--- config.mk ---
export PLATFORM = sky130hd
export DESIGN_NAME = alu_controlador
export DESIGN_NICKNAME = d
export VERILOG_FILES = /design/src/rtl/alu_controlador.sv
export SDC_FILE = /design/constraint.sdc
export NUM_CORES = 1
export LEC_CHECK = 0
export CAP_MARGIN = 20
export CORE_MARGIN = 2
export CORE_UTILIZATION = 35
export CTS_CLUSTER_SIZE = 8
export DETAILED_ROUTE_END_ITERATION = 8
export GPL_TIMING_DRIVEN = 1
export PLACE_DENSITY = 0.68
export RECOVER_POWER = 50
export SLEW_MARGIN = 30
export SYNTH_ARGS = -nofsm -noshare
export SYNTH_HDL_FRONTEND = slang
export SYNTH_SLANG_ARGS = --single-unit
--- constraint.sdc ---
create_clock -name clk -period 3.7 [get_ports clk]
set_clock_uncertainty 0.15 [all_clocks]
set_input_delay 0.37 -clock clk [delete_from_list [all_inputs] [get_ports clk]]
set_output_delay 0.37 -clock clk [all_outputs]
set_load 0.01 [all_outputs]
--- src/rtl/alu_controlador.sv ---
// -----------------------------------------------------------------------------
// alu_controlador
// Command front-end and result buffer for the 8-bit ALU.
//  - Accepts {opcode, Dato0, Dato1} commands over a valid/ready handshake and
//    drives the ALU inputs from registers (alu_op, alu_dato0, alu_dato1).
//  - One cycle after acceptance it captures the ALU result and flags, or an
//    error entry for division/modulo by zero, into a result FIFO.
//  - The FIFO head is offered to a consumer over a second valid/ready handshake.
// Ports:
//  clk, rst_n                      clock, asynchronous active-low reset
//  cmd_valido/cmd_listo            command handshake
//  cmd_op, cmd_a, cmd_b            command opcode and operands
//  alu_op, alu_dato0, alu_dato1    registered ALU inputs
//  alu_resultado, alu_banderaA/B   ALU result, carry/borrow flag, zero flag
//  res_valido/res_listo            result handshake
//  res_dato, res_acarreo,
//  res_cero, res_error             FIFO head entry
//  err_cuenta                      saturating count of div/mod-by-zero commands
// PROF_FIFO must be a power of two, >= 2.
// -----------------------------------------------------------------------------
module alu_controlador #(
   parameter int PROF_FIFO = 4
) (
   input  logic        clk,
   input  logic        rst_n,
   input  logic        cmd_valido,
   output logic        cmd_listo,
   input  logic [2:0]  cmd_op,
   input  logic [7:0]  cmd_a,
   input  logic [7:0]  cmd_b,
   output logic [2:0]  alu_op,
   output logic [7:0]  alu_dato0,
   output logic [7:0]  alu_dato1,
   input  logic [15:0] alu_resultado,
   input  logic        alu_banderaA,
   input  logic        alu_banderaB,
   output logic        res_valido,
   input  logic        res_listo,
   output logic [15:0] res_dato,
   output logic        res_acarreo,
   output logic        res_cero,
   output logic        res_error,
   output logic [7:0]  err_cuenta
);

   localparam int          PW       = (PROF_FIFO > 1) ? $clog2(PROF_FIFO) : 1;
   localparam logic [PW:0] OCC_MAX  = (PW+1)'(PROF_FIFO);
   localparam logic [PW:0] OCC_UNO  = 1;
   localparam logic [PW-1:0] PTR_UNO = 1;

   localparam logic [2:0] OP_SUM = 3'b000;
   localparam logic [2:0] OP_RES = 3'b001;
   localparam logic [2:0] OP_DIV = 3'b011;
   localparam logic [2:0] OP_MOD = 3'b100;

   typedef enum logic {INACTIVO, EJECUTAR} estado_t;

   estado_t       r_estado;
   logic          r_es_div0;
   logic [2:0]    r_op;
   logic [7:0]    r_dato0;
   logic [7:0]    r_dato1;
   logic [7:0]    r_err_cnt;
   logic [PW-1:0] r_wr_ptr;
   logic [PW-1:0] r_rd_ptr;
   logic [PW:0]   r_occ;
   // Entry layout: {resultado[15:0], acarreo, cero, error}
   logic [18:0]   r_mem [PROF_FIFO];

   logic          w_acepta;
   logic          w_push;
   logic          w_pop;
   logic          w_acarreo;
   logic [18:0]   w_entrada;
   logic [18:0]   w_cabeza;

   // rst_n gates ready so nothing is offered while the block is held in reset.
   assign cmd_listo = rst_n & (r_estado == INACTIVO) & (r_occ < OCC_MAX);
   assign w_acepta  = cmd_valido & cmd_listo;
   // Capture happens in the single EJECUTAR cycle; acceptance already
   // guaranteed a free slot, so the push never sees a full FIFO.
   assign w_push    = (r_estado == EJECUTAR);
   assign w_pop     = res_valido & res_listo;

   // Only add/subtract produce a meaningful carry; other opcodes store 0.
   assign w_acarreo = alu_banderaA & ((r_op == OP_SUM) | (r_op == OP_RES));
   assign w_entrada = r_es_div0 ? {16'h0000, 1'b0, 1'b0, 1'b1}
                                : {alu_resultado, w_acarreo, alu_banderaB, 1'b0};

   assign res_valido = (r_occ != '0);
   assign w_cabeza   = r_mem[r_rd_ptr];
   assign {res_dato, res_acarreo, res_cero, res_error} = res_valido ? w_cabeza : 19'd0;

   assign alu_op     = r_op;
   assign alu_dato0  = r_dato0;
   assign alu_dato1  = r_dato1;
   assign err_cuenta = r_err_cnt;

   // Control: FSM, ALU operand registers, error counter, FIFO pointers
   always_ff @(posedge clk or negedge rst_n) begin
      if (!rst_n) begin
         r_estado  <= INACTIVO;
         r_es_div0 <= 1'b0;
         r_op      <= 3'b000;
         r_dato0   <= 8'h00;
         r_dato1   <= 8'h00;
         r_err_cnt <= 8'h00;
         r_wr_ptr  <= '0;
         r_rd_ptr  <= '0;
         r_occ     <= '0;
      end else begin
         case (r_estado)
            INACTIVO: begin
               if (w_acepta) begin
                  r_op      <= cmd_op;
                  r_dato0   <= cmd_a;
                  r_dato1   <= cmd_b;
                  r_es_div0 <= ((cmd_op == OP_DIV) | (cmd_op == OP_MOD)) & (cmd_b == 8'h00);
                  r_estado  <= EJECUTAR;
               end
            end
            EJECUTAR: begin
               if (r_es_div0 && (r_err_cnt != 8'hFF))
                  r_err_cnt <= r_err_cnt + 8'd1;
               r_estado <= INACTIVO;
            end
            default: r_estado <= INACTIVO;
         endcase

         if (w_push) r_wr_ptr <= r_wr_ptr + PTR_UNO;
         if (w_pop)  r_rd_ptr <= r_rd_ptr + PTR_UNO;

         case ({w_push, w_pop})
            2'b10:   r_occ <= r_occ + OCC_UNO;
            2'b01:   r_occ <= r_occ - OCC_UNO;
            default: r_occ <= r_occ;
         endcase
      end
   end

   // Result storage: data only, no reset needed (occupancy masks stale slots)
   always_ff @(posedge clk) begin
      if (w_push) r_mem[r_wr_ptr] <= w_entrada;
   end

endmodule

==> key figures, run 1 <==
Run status
  • Status: complete, but fails checks
  • Failing checks: capacitance limit, slew limit

Pwr
  • Maximum vdd ir drop: roughly 370 uV
  • Pleak: around 0.0022 uW
  • Pwr/cell area: between 700 and 800 nW/um^2

Synthesis
  • Post-synth EDFFs: between 70 and 80
  • Synth area leaders: edfxtp_1, dfrtp_1, mux4_2, mux2_4, and2_1
  • Seq/Total Area, Yosys: between 60% and 70%
  • Synthesis warning total: 0
  • Synth Flop Type: edfxtp_1
  • Seq cells post-synth: approximately 110
  • Mapped Cells: around 270
  • Syn nets: about 310
  • Async SR Flop Fraction: 32.1%
  • Post-synthesis average cell area: 17.7 sq um
  • Top cell type's share of synthesized area: between 40 and 50%
  • Most area-hungry cell type in the Yosys netlist: edfxtp_1
  • Distinct cell type count after synthesis: 40
  • Synthesized area: 4710 sq um

Drt
  • Post-route ant nets: 0
  • Drc violations: 0
  • Routed len/inst: 16.1 microns
  • Iteration-0 DRC Markers: around 110
  • Via count: 2,486
  • DR pass1 iterations: 4
  • Vias per cell: about 4.6
  • Routed WL: 8650 microns

GRT
  • Vias in the first global route: 2,742
  • Antenna violations before repair: 1
  • Grt ovf: 0
  • Global-route wire length before repair: about 14,000 microns
  • Largest net degree at the start of global routing: 37
  • Total track usage: approximately 13%

Critical path
  • Crit start category: register
  • Worst Path Arrival: 2.48 ns
  • CP endpoint kind: output pin
  • CP Max Fanout: 12
  • CP required: between 3 and 4 ns
  • Type of the worst setup path: register to output pin

Layout
  • Most common cell after layout, fill and taps aside: clkdlybuf4s50_1
  • Share of cells above drive strength 1: between 15 and 20%
  • Highest-count cells in the layout ignoring fill and taps: clkdlybuf4s50_1, edfxtp_1, dfrtp_1
  • Syn-to-layout area delta: 28.6%
  • Net count, final: between 400 and 500
  • Final core utilization: 45.9%
  • Ant. Diodes: 0

Floorplanning
  • Die X: between 100 and 150 microns
  • Std cell rows: between 40 and 50
  • Die Area: 14,400 sq um
  • Die height: approximately 120 microns
  • Io pins: 89
  • Core Area: between 10,000 and 15,000 sq um
  • Starting density of the core: between 30 and 40%

Place
  • Place WS: between 1 and 1.5 ns
  • Port-buffer cells: 88
  • Post-DP HPWL: slightly below 6000 microns
  • Final Wtd Congestion: roughly 0.66

Timing
  • Fin crit share: 81.0%
  • Fin. Hold Viols: 0
  • Final setup violation count: 0
  • Fin crit period: 3.00 ns
  • Fmax achieved: around 0.33 GHz
  • RSZ-0062 raised after global routing: no
  • Setup WS post-layout: around 0.7 ns
  • Rel. slew slack: -29.7%
  • Setup TNS: 0 ns
  • Worst slew pin tran: 1.95 ns
  • Max-slew violation total from the final report: 60

Clocking
  • CTS H-tree depth: 3
  • CTS Buf Count: 9
  • Clock Pin Slew Worst Setup and Hold Paths: around 0.070 ns
  • CTS tree: done
  • Clock Latency Late Sink: approximately 0.34 ns
  • CTS sink cnt: about 110
  • Root Driver: clkbuf_16
  • Buffer count from post-CTS setup fixing: 0
  • Post-CTS sizing: 0
  • Buffers from clock root to sink, at most: 2

Hold path
  • Hold Crit Class: register to register

Flow run
  • Max-cap violation count: 2
==> path summary, 6_finish.rpt <==
path / from / to / slack (ns) / depth (start not counted)
hold / removal: r_occ[0] / r_occ[0] / 0.35 / 1
max in group asynchronous: rst_n / r_wr_ptr[1] / 1.17 / 3
setup reg to reg: r_estado / r_es_div0 / 0.81 / 4
hold reg to reg: r_occ[0] / r_occ[0] / 0.35 / 1
setup / recovery: r_rd_ptr[0] / res_acarreo / 0.70 / 4
min in group asynchronous: rst_n / alu_dato0[2] / 1.11 / 3
==> synthesized netlist by cell type (all sizes together) (5+ instances only) <==
cell type and n:
buf 7, nor2b 15, xor2 6, nand2 8, ha 6, inv 8, and2 25, mux4 19
mux2 22, dfrtp 36, clkbuf 5, edfxtp 76
==> critical path, cell delays in order (launching register included) <==
cell and delay [ns]:
dfrtp_1 0.75, buf_12 0.24, mux4_2 0.50, and2_1 0.17
clkdlybuf4s50_1 0.48
==> logic make-up after synthesis <==
group	share of synthesized area (%)
AOI/OAI and AO/OA	1.01
xor gates and xnor gates	1.86
adders and majority gates	2.02
buffers and inverters	2.87
DFF	67.6
muxes	15.7
and+or+nand+nor	8.98
==> power by group <==
| group | switching, uW | internal, uW |
|---|---|---|
| Sequential | 181 | 1570 |
| Combinational | 579 | 989 |
| Clock | 450 | 538 |
==> state kept, by name, indices dropped and copies added, names as in the netlist <==
register,cells
alu_op,3
r_estado,1
r_occ,3
r_rd_ptr,2
r_es_div0,1
err_cuenta,8
alu_dato0,8
r_mem,76
alu_dato1,8
r_wr_ptr,2
==> through the flow <==
step	hold WS (ns)	std cells	total power [uW]	area, sq um
floorplan	-0.0756	266	2630	4710
global placement	0.325	522	3340	5740
detailed placement	0.333	522	3370	5750
CTS	0.354	539	4380	6070
global route	0.379	539	4550	6060
finish	0.350	539	4310	6060
==> final cells by class <==
| type | count | area [sq um] |
|---|---|---|
| clock buffer | 9 | 225 |
| clock inverter | 7 | 85.1 |
| fill | 1182 | 7130 |
| inverter | 8 | 30.0 |
| multi-input combinational | 134 | 1390 |
| sequential | 112 | 3180 |
| tap | 176 | 220 |
| timing repair buffer | 93 | 920 |
==> routing by layer <==
layer | vias up | global-route usage (%) | routed length [microns]
met4 | 0 | 3.90 | 123
met5 | - | 0 | 0
met2 | 79 | 21.2 | 4220
li1 | 1169 | - | -
met3 | 12 | 3.94 | 523
met1 | 1226 | 16.1 | 3790
==> repair_timing <==
action / 4_1_cts / 5_1_grt
endpoints found under the hold margin: 36 / 0
hold buffers: 1 / 0
setup endpoints to repair: 0 / 0
No activity file was read; power rests on OpenSTA's default activity.
==> inputs of run 2 (changes only) <==
- clock period: 3.7 -> 3 ns (I/O delays scaled with it)
==> run 2 against run 1 <==
Net effect: first-iteration DRC count decreased by 7.9%; critical path type unchanged; cell count increased by 1.3%; clock power increased by 19%; sequential power increased by 21%; count of clock-buffer cells in the layout unchanged; worst setup slack got worse by 0.34 ns; non-clock buffer count increased by 7; the flow now finishes without violations; register-to-register slack got worse by 0.15 ns; sequential cell count unchanged.
==> key figures, run 2 (synthesized netlist as in run 1, its figures left out) <==
Layout
  • Most flop-heavy register: r_mem (unchanged)
  • Highest-count cells in the layout ignoring fill and taps: clkdlybuf4s50_1, edfxtp_1, dfrtp_1 (unchanged)
  • Max reg flops: 76 (unchanged)
  • Most common cell after layout, fill and taps aside: clkdlybuf4s50_1 (unchanged)
  • Share of cells above drive strength 1: 18.1% (was 17.4%)
  • Syn-to-layout area delta: 28.9% (was 28.6%)
  • Ant. Diodes: 0 (unchanged)
  • Final core utilization: 46.0% (was 45.9%)
  • Net count, final: 413 (was 406)

Timing
  • Fin crit share: about 88%
  • Setup TNS: 0 ns (unchanged)
  • Fin crit period: around 2.6 ns
  • Final setup violation count: 0 (unchanged)
  • Max-slew violation total from the final report: 0 (was 60)
  • Fmax achieved: ~0.38 GHz
  • Worst slew pin tran: 1.30 ns (was 1.95 ns)
  • RSZ-0062 raised after global routing: no (unchanged)
  • Setup WS post-layout: 0.363 ns (was 0.702 ns)
  • Fin. Hold Viols: 0 (unchanged)
  • Rel. slew slack: 13.4% (was -29.7%)

Critical path
  • Crit start category: register (unchanged)
  • Reg2reg end: r_occ[1] (was r_es_div0)
  • CP Max Fanout: 14 (was 12)
  • Flop2flop setup slack: 0.66 ns (was 0.81 ns)
  • Crit path depth: 4 (unchanged)
  • Worst Path Arrival: 2.19 ns (was 2.48 ns)
  • Worst Setup SP: r_rd_ptr[0] (unchanged)
  • Worst r2r path cells: 7 (was 4)
  • Type of the worst setup path: register to output pin (unchanged)
  • Critical Path Sink: res_dato[3] (was res_acarreo)
  • CP required: 2.55 ns (was 3.18 ns)
  • Worst r2r src: r_occ[2] (was r_estado)
  • CP endpoint kind: output pin (unchanged)
  • Crit path max-delay family: buffers and inverters (was flip-flops)
  • Critical path's largest stage delay: 0.56 ns (was 0.75 ns)
  • Critical Path, Cell by Cell: buf_4 > mux4_2 > and2_1 > clkdlybuf4s50_1 (was buf_12 > mux4_2 > and2_1 > clkdlybuf4s50_1)
  • Worst path slowest cell: mux4_2 (was dfrtp_1)
  • Worst path bufs/invs: 2 (unchanged)

Place
  • Post-DP HPWL: 5880 microns (was 5870 microns)
  • Place WS: 0.633 ns (was 1.02 ns)
  • Port-buffer cells: 88 (unchanged)
  • Final Wtd Congestion: 0.688 (was 0.656)

Floorplanning
  • Io pins: 89 (unchanged)
  • Starting density of the core: 35.7% (unchanged)
  • Die Area: 14,400 sq um (unchanged)
  • Std cell rows: 42 (unchanged)
  • Die X: 120 microns (unchanged)
  • Core Area: 13,200 sq um (unchanged)
  • Die height: 120 microns (unchanged)

Clocking
  • CTS sink cnt: 112 (unchanged)
  • CTS tree: done (unchanged)
  • Clock Latency Late Sink: 0.34 ns (about the same)
  • Root Driver: clkbuf_16 (unchanged)
  • CTS H-tree depth: 3 (unchanged)
  • CTS Buf Count: 9 (unchanged)
  • Post-CTS sizing: 0 (unchanged)
  • Buffers from clock root to sink, at most: 2 (unchanged)
  • Clock Pin Slew Worst Setup and Hold Paths: 0.07 ns (about the same)

GRT
  • Global-route wire length before repair: 14,600 microns (was 14,000 microns)
  • Total track usage: 13.4% (was 12.8%)
  • Grt ovf: 0 (unchanged)
  • Largest net degree at the start of global routing: 37 (unchanged)
  • Vias in the first global route: 2,742 (unchanged)
  • Antenna violations before repair: 0 (was 1)

Drt
  • DR pass1 iterations: 4 (unchanged)
  • Iteration-0 DRC Markers: 105 (was 114)
  • Routed WL: 9130 microns (was 8650 microns)
  • Routed len/inst: 16.7 microns (was 16.1 microns)
  • Via count: 2,490 (was 2,486)
  • Drc violations: 0 (unchanged)
  • Post-route ant nets: 0 (unchanged)
  • Vias per cell: 4.56 (was 4.61)

Pwr
  • Proportion of power drawn by flip-flops and latches: 40.2% (was 40.6%)
  • Pwr/cell area: 870 nW/um^2 (was 711 nW/um^2)
  • Pleak: 0.00220 uW (was 0.00219 uW)
  • Int Pwr: 3810 uW (was 3100 uW)
  • Sw Ratio: 28.0% (was 28.1%)
  • Combinational share of power: 37.6% (was 36.4%)
  • Power share of the clock group: 22.2% (was 22.9%)
  • Maximum vdd ir drop: 369 uV (was 367 uV)
  • Switching pwr: 1480 uW (was 1210 uW)

Hold path
  • Hold Crit Class: register to register (unchanged)
  • Hold Path Stages: 1 (unchanged)

Flow run
  • Max-cap violation count: 0 (was 2)

Run status
  • Status: complete, no violations (was complete, but fails checks)
## run 2: cell count changes in the layout (fill, tap and decap cells not counted), sizes merged
cell      delta
buf          +4
clkbuf       +3
clkinv       +1
clkinvlp     +2
inv          -3
## run 2: stage by stage
| step | hold slack, ns | total power, uW | std cells | area [sq um] |
|---|---|---|---|---|
| floorplan | -0.146 | 3240 | 266 | 4710 |
| global placement | 0.260 | 4140 | 529 | 5780 |
| detailed placement | 0.259 | 4170 | 529 | 5780 |
| CTS | 0.350 | 5380 | 546 | 6090 |
| global route | 0.379 | 5590 | 546 | 6070 |
| finish | 0.350 | 5280 | 546 | 6070 |
## run 2: timing repair
item	in CTS	in global routing
buffers inserted	0	0
endpoints found under the hold margin	36	0
hold buffers	1	0
## run 2: worst min-delay path by stage
stage | startpoint | endpoint | slack (ns)
2_1_floorplan | rst_n | alu_dato0[0] | -0.15
4_1_cts | r_occ[0] | r_occ[0] | 0.35
6_report | r_occ[0] | r_occ[0] | 0.35
3_3_place_gp | rst_n | err_cuenta[1] | 0.26
3_5_place_dp | rst_n | alu_dato0[3] | 0.26
5_1_grt | r_occ[0] | r_occ[0] | 0.38
## run 2: area by class of cell
cell class	count	area, sq um
clock buffers	9	225
clock inverters	7	71.3
fillers	1143	7120
inverters	8	30.0
multi-input cells	134	1390
flip-flops and latches	112	3180
well taps	176	220
repair buffers	100	950
## run 2: layer usage
metal / vias up / global-route usage (%) / share of wire, %
met2: 81 / 21.5 / 48
met3: 10 / 3.66 / 5.7
met4: 0 / 5.51 / 1.6
met1: 1216 / 17.3 / 45
li1: 1183 / - / -
met5: - / 0 / 0
## run 2: power groups by stage
stage / registers [uW] / clock network, uW / logic [uW]
floorplan: 2170 / 0 / 1070
global placement: 2140 / 0 / 2000
detailed placement: 2140 / 0 / 2030
CTS: 2120 / 1220 / 2030
global route: 2160 / 1270 / 2160
finish: 2120 / 1180 / 1990
## run 2: worst register-to-register path: cells and delay by family, from the launching register on
kind / cells / cell delay, ns
fa+ha+maj: 2 / 0.61
compound gates: 1 / 0.20
simple gates: 2 / 0.58
buf+inv: 2 / 0.29
flops: 1 / 0.43
